**config.mk**
```make
export PLATFORM = sky130hd
export DESIGN_NAME = ysyx_22040750_lsu_stage
export DESIGN_NICKNAME = d
export VERILOG_FILES = /design/src/rtl/ysyx_22040750_lsu_stage.sv
export SDC_FILE = /design/constraint.sdc
export NUM_CORES = 1
export LEC_CHECK = 0
export ABC_CLOCK_PERIOD_IN_PS = 5100
export BUFFER_PORTS_ARGS = -buffer_cell sky130_fd_sc_hd__buf_2
export CAP_MARGIN = 40
export CORE_AREA = 4 4 229 231
export CTS_CLUSTER_SIZE = 20
export DETAILED_ROUTE_END_ITERATION = 12
export DIE_AREA = 0 0 233 235
export PLACE_DENSITY = 0.63
export SETUP_SLACK_MARGIN = 0.02
export SLEW_MARGIN = 40
export SYNTH_ARGS = -nofsm -noshare
export SYNTH_HDL_FRONTEND = slang
export SYNTH_SLANG_ARGS = --single-unit
```
**constraint.sdc**
```tcl
create_clock -name I_sys_clk -period 5.1 [get_ports I_sys_clk]
set_clock_uncertainty 0.05 [all_clocks]
set_input_delay 1.53 -clock I_sys_clk [delete_from_list [all_inputs] [get_ports I_sys_clk]]
set_output_delay 1.53 -clock I_sys_clk [all_outputs]
set_load 0.1 [all_outputs]
```
**src/rtl/ysyx_22040750_lsu_stage.sv**
```systemverilog
// EX->WB load/store stage: holds one instruction and runs a single outstanding
// memory transaction. Optional LSU_MISALIGN_CHECK_EN traps misaligned accesses.
module ysyx_22040750_lsu_stage #(
    parameter int DATA_W    = 64,
    parameter int ADDR_W    = 32,
    parameter int PAYLOAD_W = 128
) (
    input  logic                  I_sys_clk,
    input  logic                  I_rst_n,
    input  logic                  I_in_valid,
    output logic                  O_allowin,
    input  logic [PAYLOAD_W-1:0]  I_in_payload,
    input  logic                  I_mem_rd,
    input  logic                  I_mem_wr,
    input  logic [1:0]            I_size,
    input  logic                  I_unsigned,
    input  logic [ADDR_W-1:0]     I_addr,
    input  logic [DATA_W-1:0]     I_wdata,
    input  logic                  I_flush,
    output logic                  O_req_valid,
    input  logic                  I_req_ready,
    output logic                  O_req_wr,
    output logic [ADDR_W-1:0]     O_req_addr,
    output logic [DATA_W-1:0]     O_req_wdata,
    output logic [DATA_W/8-1:0]   O_req_wstrb,
    input  logic                  I_rvalid,
    input  logic [DATA_W-1:0]     I_rdata,
    input  logic                  I_bvalid,
    output logic                  O_out_valid,
    input  logic                  I_allowout,
    output logic [PAYLOAD_W-1:0]  O_out_payload,
    output logic [DATA_W-1:0]     O_out_data,
    output logic                  O_misalign,
    output logic                  O_busy
);

    localparam int STRB_W = DATA_W / 8;
    localparam int OFF_W  = $clog2(STRB_W);
    localparam int SW     = STRB_W + 8;

    typedef enum logic [2:0] {S_IDLE, S_REQ, S_RESP, S_DONE, S_DRAIN} state_t;

    state_t                 state_reg;
    logic                   req_valid_reg;
    logic                   req_wr_reg;
    logic [ADDR_W-1:0]      req_addr_reg;
    logic [DATA_W-1:0]      req_wdata_reg;
    logic [STRB_W-1:0]      req_wstrb_reg;
    logic [1:0]             ld_size_reg;
    logic                   ld_unsigned_reg;
    logic [OFF_W-1:0]       ld_off_reg;
    logic                   drain_pending_reg;
    logic                   out_valid_reg;
    logic [PAYLOAD_W-1:0]   out_payload_reg;
    logic [DATA_W-1:0]      out_data_reg;
    logic                   misalign_reg;

    logic                   accept;
    logic                   in_mem;
    logic [OFF_W-1:0]       in_off;
    logic [3:0]             in_bytes;
    logic [SW-1:0]          strb_mask;
    logic [DATA_W-1:0]      wdata_shift;
    logic                   misalign_in;
    logic                   resp_hit;
    logic [DATA_W-1:0]      rsh;
    logic                   sign_bit;
    int                     nbits;
    logic [DATA_W-1:0]      load_ext;

    assign O_allowin = !I_flush && ((state_reg == S_IDLE) ||
                                    ((state_reg == S_DONE) && I_allowout));
    assign accept    = I_in_valid && O_allowin;
    assign in_mem    = I_mem_rd || I_mem_wr;
    assign in_off    = I_addr[OFF_W-1:0];
    assign in_bytes  = 4'd1 << I_size;
    assign strb_mask = ((SW'(1) << in_bytes) - SW'(1)) << in_off;
    assign wdata_shift = I_wdata << {in_off, 3'b000};
    assign resp_hit  = req_wr_reg ? I_bvalid : I_rvalid;

`ifdef LSU_MISALIGN_CHECK_EN
    logic [2:0] align_mask;
    assign align_mask  = 3'(in_bytes - 4'd1);
    assign misalign_in = in_mem && |(I_addr[2:0] & align_mask);
`else
    assign misalign_in = 1'b0;
`endif

    // Lanes above the access are filled with zero or the access's own sign bit.
    always_comb begin
        rsh   = I_rdata >> {ld_off_reg, 3'b000};
        nbits = 8 << ld_size_reg;
        if (nbits > DATA_W) nbits = DATA_W;
        case (ld_size_reg)
            2'd0:    sign_bit = rsh[7];
            2'd1:    sign_bit = rsh[15];
            2'd2:    sign_bit = rsh[31];
            default: sign_bit = rsh[DATA_W-1];
        endcase
        load_ext = '0;
        for (int i = 0; i < DATA_W; i++)
            load_ext[i] = (i < nbits) ? rsh[i] : (!ld_unsigned_reg && sign_bit);
    end

    always_ff @(posedge I_sys_clk or negedge I_rst_n) begin
        if (!I_rst_n) begin
            state_reg         <= S_IDLE;
            req_valid_reg     <= 1'b0;
            req_wr_reg        <= 1'b0;
            req_addr_reg      <= '0;
            req_wdata_reg     <= '0;
            req_wstrb_reg     <= '0;
            ld_size_reg       <= '0;
            ld_unsigned_reg   <= 1'b0;
            ld_off_reg        <= '0;
            drain_pending_reg <= 1'b0;
            out_valid_reg     <= 1'b0;
            out_payload_reg   <= '0;
            out_data_reg      <= '0;
            misalign_reg      <= 1'b0;
        end else if (accept) begin
            // Only reachable from IDLE or a completing DONE, so one path serves both.
            out_payload_reg   <= I_in_payload;
            out_data_reg      <= DATA_W'(I_addr);
            req_addr_reg      <= I_addr;
            req_wr_reg        <= I_mem_wr;
            req_wdata_reg     <= wdata_shift;
            req_wstrb_reg     <= I_mem_wr ? strb_mask[STRB_W-1:0] : '0;
            ld_size_reg       <= I_size;
            ld_unsigned_reg   <= I_unsigned;
            ld_off_reg        <= in_off;
            drain_pending_reg <= 1'b0;
            if (in_mem && !misalign_in) begin
                state_reg     <= S_REQ;
                req_valid_reg <= 1'b1;
                out_valid_reg <= 1'b0;
                misalign_reg  <= 1'b0;
            end else begin
                state_reg     <= S_DONE;
                out_valid_reg <= 1'b1;
                misalign_reg  <= misalign_in;
            end
        end else begin
            case (state_reg)
                S_REQ: begin
                    if (I_req_ready) begin
                        req_valid_reg     <= 1'b0;
                        drain_pending_reg <= 1'b0;
                        state_reg         <= I_flush ? S_DRAIN : S_RESP;
                    end else if (I_flush) begin
                        drain_pending_reg <= 1'b1;
                        state_reg         <= S_DRAIN;
                    end
                end
                S_RESP: begin
                    if (resp_hit) begin
                        if (I_flush) begin
                            state_reg <= S_IDLE;
                        end else begin
                            state_reg     <= S_DONE;
                            out_valid_reg <= 1'b1;
                            if (!req_wr_reg) out_data_reg <= load_ext;
                        end
                    end else if (I_flush) begin
                        state_reg <= S_DRAIN;
                    end
                end
                S_DONE: begin
                    if (I_flush || I_allowout) begin
                        state_reg     <= S_IDLE;
                        out_valid_reg <= 1'b0;
                        misalign_reg  <= 1'b0;
                    end
                end
                S_DRAIN: begin
                    // Finish the bus handshake, then swallow the response.
                    if (drain_pending_reg) begin
                        if (I_req_ready) begin
                            drain_pending_reg <= 1'b0;
                            req_valid_reg     <= 1'b0;
                        end
                    end else if (resp_hit) begin
                        state_reg <= S_IDLE;
                    end
                end
                default: state_reg <= S_IDLE;
            endcase
        end
    end

    assign O_req_valid   = req_valid_reg;
    assign O_req_wr      = req_wr_reg;
    assign O_req_addr    = req_addr_reg;
    assign O_req_wdata   = req_wdata_reg;
    assign O_req_wstrb   = req_wstrb_reg;
    assign O_out_valid   = out_valid_reg;
    assign O_out_payload = out_payload_reg;
    assign O_out_data    = out_data_reg;
    assign O_misalign    = misalign_reg;
    assign O_busy        = (state_reg != S_IDLE);

endmodule

```
==> metrics.yaml, run 1 <==
outcome: "completed"
viasPerCell: 5.00
nets: 2478
gp_congestion: 0.923
start_kind: "primary input"
yosysTopAreaCellShare: 0.514
synth-seq-cells: 306
vias: 14400
drive_gt1_frac: 0.332
rr_startpoint: "O_req_addr[1]"
cts_inserted_buffers: 35
max_cap_viol_count: 0
timing.reg2reg.setup_slack_ns: 2.14
drt_iter0_drc: 1168
cp_common_cell: "buf_2"
grt_antenna_before_repair: 7
min_to: "O_req_wdata[25]"
clk_latency_ns: 0.53
num_rows: 82
hold_path_depth: 2
grtUsageTotal: 0.213
drc: 0
syn_nets: 1934
ys_seq_area_frac: 0.514
avgSynthCellArea_um2: 9.13
synth.most_common_cell: "nand2_1"
place_hpwl_um: 46600
cp.required_ns: 3.52
tightestPinTransition_ns: 0.863
async_reset_ff_frac: 1.00
syn_area_mm2: 0.0149
synth_area_leader_cell: "dfrtp_1"
synth-edff-count: 0
utilization: 0.394
portBuffers: 601
cts.sinks: 306
cp_data_arrival_time_ns: 2.52
synth_top_cells_by_count: "nand2_1 (655), dfrtp_1 (306), mux2i_1 (102), clkbuf_1 (98), o21ai_0 (76)"
hold_viol: 0
fp.coreArea_mm2: 0.0501
hp-start: "O_req_wdata[25]"
cts-root-buf: "clkbuf_16"
grt_pass1_wl_um: 90700
syn_inst: 1632
crit_slowest_cell: "buf_2"
cts_resized: 0
start_util: 0.297
path_max_fanout: 4
finalSetupViolCount: 0
layout_min_cycle_time_ns: 4.10
dr.pass1.iters: 5
cp_slowest_stage_delay_ns: 0.44
synthTopCellsByArea: "dfrtp_1 (51%), nand2_1 (17%), mux2i_1 (6.9%)"
htree_levels: 2
grt_max_degree: 148
final_cell_count_no_fill: 2873
dpl.cell_count: 2811
rsz0062_at_grt: "no"
rr_endpoint: "O_out_data[19]"
syn2layout_area_growth_pct: 32.5
cts_tree: "built"
grt-ovfl-total: 0
clk_pin_slew_ns: 0.06
hold_ws_ns: 0.411
hold_class: "reg -> reg"
postCtsHoldBufs: 0
clock_path_buffers: 3
timing.fmax_mhz: 244
maxSlewViolCount: 0
ys.flop_type: "dfrtp_1"
setup_tns_ns: 0
worstSetupPathType: "in -> out"
die_h_um: 235
crit_path_start: "I_flush"
synth_cell_types: 53
cts_setup_buffers: 0
yosysWarnings: 0
max-slew-margin-rel: 0.422
worstPathCellList: "buf_2 -> or2_2 -> nor2_1 -> buf_2"
wl_um: 60900
routedWlPerCell_um: 21.2
ant_nets: 0
die_w_um: 233
grt_pass1_vias: 14500
largest_register_ffs: 128
end_kind: "output pin"
io_pins: 603
worst_r2r_path_depth: 6
fin_crit_sh: 0.805
die_area_mm2: 0.0548
critical path, delay by kind of cell:
kind,cells,cell delay (ns)
buffers and inverters,2,0.56
AND/OR/NAND/NOR,2,0.43
logic make-up after synthesis:
family,synth area share
adders and majority gates,0.000840
muxes,0.110
other,0.000252
DFF,0.514
AOI/OAI and AO/OA,0.125
and+or+nand+nor,0.214
buffers and inverters,0.0352
layer usage:
| layer | up-vias | GRT usage | part of all wire |
|---|---|---|---|
| met3 | 104 | 0.0523 | 0.079 |
| li1 | 6661 | - | - |
| met5 | - | 0 | 0.00041 |
| met2 | 626 | 0.364 | 0.49 |
| met1 | 6980 | 0.263 | 0.40 |
| met4 | 4 | 0.0692 | 0.033 |
worst max-delay path by stage:
| stage | to | cells after the start |
|---|---|---|
| 2_1_floorplan | O_allowin | 2 |
| 3_3_place_gp | O_allowin | 4 |
| 3_5_place_dp | O_allowin | 4 |
| 4_1_cts | O_allowin | 4 |
| 5_1_grt | O_allowin | 4 |
| 6_report | O_allowin | 4 |
cell type report:
class | count | area, µm²
antenna | 3 | 7.51
clock buffer | 50 | 1010
clock inverter | 9 | 108
fill | 5168 | 30300
inverter | 6 | 22.5
multi-input combinational | 1199 | 6740
sequential | 306 | 7660
tap | 672 | 841
timing repair buffer | 628 | 3350
placed cells by master, fill, tap and decap left out, types with 4 or more instances in the layout:
| cell | count |
|---|---|
| nand2_1 | 654 |
| buf_2 | 599 |
| dfrtp_1 | 304 |
| mux2i_1 | 102 |
| o21ai_0 | 76 |
| nor2_1 | 44 |
| clkbuf_16 | 35 |
| a221o_1 | 29 |
| a21oi_1 | 23 |
| nor2b_1 | 20 |
| nand3_1 | 20 |
| mux2_2 | 20 |
| nand2b_1 | 20 |
| buf_4 | 18 |
| mux4_2 | 17 |
| a32oi_1 | 16 |
| o211ai_1 | 14 |
| a41oi_1 | 14 |
| o31ai_1 | 13 |
| o21a_1 | 11 |
| a2bb2oi_1 | 9 |
| a31oi_1 | 9 |
| a211oi_1 | 9 |
| o221ai_1 | 8 |
| clkbuf_8 | 8 |
| nor3_1 | 7 |
| o22ai_1 | 7 |
| clkbuf_1 | 7 |
| buf_12 | 6 |
| or3_1 | 5 |
| a211o_1 | 5 |
| a22oi_1 | 5 |
| inv_1 | 4 |
per-stage QoR:
| step | instance area, µm² | worst slack (ns) |
|---|---|---|
| 3_3_place_gp | 18500 | 1.00 |
| 5_1_grt | 19700 | 0.966 |
| 2_1_floorplan | 14900 | 0.434 |
| 4_1_cts | 19700 | 0.988 |
| 6_report | 19700 | 0.996 |
| 3_5_place_dp | 18600 | 0.993 |
Power of run 1 is not shown: default switching activity piles up to over one toggle a cycle in this logic, so the estimate is an artifact.
==> run 2, diff against run 1 <==
--- a/config.mk
+++ b/config.mk
@@ -5,7 +5,7 @@
 export SDC_FILE = /design/constraint.sdc
 export NUM_CORES = 1
 export LEC_CHECK = 0
-export ABC_CLOCK_PERIOD_IN_PS = 5100
+export ABC_CLOCK_PERIOD_IN_PS = 3900
 export BUFFER_PORTS_ARGS = -buffer_cell sky130_fd_sc_hd__buf_2
 export CAP_MARGIN = 40
 export CORE_AREA = 4 4 229 231
==> constraint.sdc (replaced) <==
create_clock -name I_sys_clk -period 3.9 [get_ports I_sys_clk]
set_clock_uncertainty 0.05 [all_clocks]
set_input_delay 1.17 -clock I_sys_clk [delete_from_list [all_inputs] [get_ports I_sys_clk]]
set_output_delay 1.17 -clock I_sys_clk [all_outputs]
set_load 0.1 [all_outputs]
==> run 2 against run 1 <==
Net effect: sequential share of layout area fell by 0.41 points; global-route usage shrank 0.28 points; sequential cell count is the same; critical path type unchanged.
==> metrics.yaml, run 2 (synthesis results as in run 1) <==
hold_viol: 0
io_pins: 603
grt_pass1_wl_um: 89700
path_max_fanout: 4
cp_common_cell: "buf_2"
fin_crit_sh: 0.869
cts_inserted_buffers: 37
htree_levels: 2
cp_data_arrival_time_ns: 2.17
routedWlPerCell_um: 20.8
grt-ovfl-total: 0
max-slew-margin-rel: 0.462
crit_slowest_cell: "buf_2"
place_hpwl_um: 46600
worstSetupPathType: "in -> out"
wl_met3_um: 5200
cts_resized: 0
timing.reg2reg.setup_slack_ns: 1.11
top_layer: "met5"
timing.fmax_mhz: 295
drt_iter0_drc: 1196
start_util: 0.297
cts-root-buf: "clkbuf_16"
n_fill_cell: 5143
max_cap_viol_count: 0
hold_class: "reg -> reg"
clk_latency_ns: 0.54
ant_nets: 0
die_area_mm2: 0.0548
postCtsHoldBufs: 0
layout_min_cycle_time_ns: 3.39
grt_max_degree: 125
largest_register_ffs: 128
wl_met1_um: 23900
layout_common_cells: "nand2_1 (655), buf_2 (599), dfrtp_1 (304), mux2i_1 (102), o21ai_0 (76)"
cts_setup_buffers: 0
grt_antenna_before_repair: 11
cp.required_ns: 2.68
final_common_cell: "nand2_1"
wl_um: 60400
worstPathCellList: "buf_2 -> or2_2 -> nor2_2 -> buf_2"
syn2layout_area_growth_pct: 33.9
finalSetupViolCount: 0
clk_pin_slew_ns: 0.06
num_rows: 82
end_kind: "output pin"
portBuffers: 601
maxSlewViolCount: 0
gp_congestion: 0.937
viasPerCell: 5.04
outcome: "completed"
cts_tree: "built"
drive_gt1_frac: 0.338
start_kind: "primary input"
vias: 14600
drc: 0
cp_slowest_stage_delay_ns: 0.44
die_h_um: 235
dr.pass1.iters: 6
rsz0062_at_grt: "no"
wl_met2_um: 29400
fp.coreArea_mm2: 0.0501
die_w_um: 233
setup_tns_ns: 0
grt_pass1_vias: 14500
clock_path_buffers: 3
cts.sinks: 306
nets: 2501
tightestPinTransition_ns: 0.803
grtUsageTotal: 0.210
==> run 2: path summary, 6_finish.rpt <==
path | from | to | depth (start not counted)
max | I_flush | O_allowin | 4
min | O_req_wdata[27] | O_req_wdata[27] | 2
max reg2reg | O_req_addr[1] | O_out_data[11] | 6
min reg2reg | O_req_wdata[27] | O_req_wdata[27] | 2
max in group asynchronous | I_rst_n | O_req_addr[17] | 2
min in group asynchronous | I_rst_n | O_req_wdata[32] | 1
==> run 2: layout make-up <==
type                       instances  area, µm²  share of cell area
antenna                            5       12.5            0.000627
clock buffer                      57       1130              0.0568
clock inverter                     9       78.8             0.00395
inverter                           6       22.5             0.00113
multi-input combinational       1199       6730               0.337
sequential                       306       7660               0.384
tap                              672        841              0.0422
timing repair buffer             649       3470               0.174
==> run 2: worst max-delay path: cells and delay by family <==
family        cells  cell delay, ns
buf+inv           2            0.56
simple gates      2            0.43
==> run 2: metrics by stage <==
stage	utilization	worst slack (ns)	cells	hold WS, ns	area, µm²
global route	0.398	0.471	2901	0.433	19900
CTS	0.398	0.522	2898	0.416	19900
detailed placement	0.374	0.485	2832	0.404	18700
global placement	0.374	0.526	2832	0.396	18700
floorplan	-	0.415	1632	0.433	14900
finish	0.398	0.511	2903	0.413	19900
==> run 2: routing by layer <==
layer  vias to the layer above  track usage
met2                       708        0.356
li1                       6702            -
met1                      7122        0.263
met5                         -            0
met3                       100       0.0508
met4                         2       0.0690
Power of run 2 is left out for the same reason.
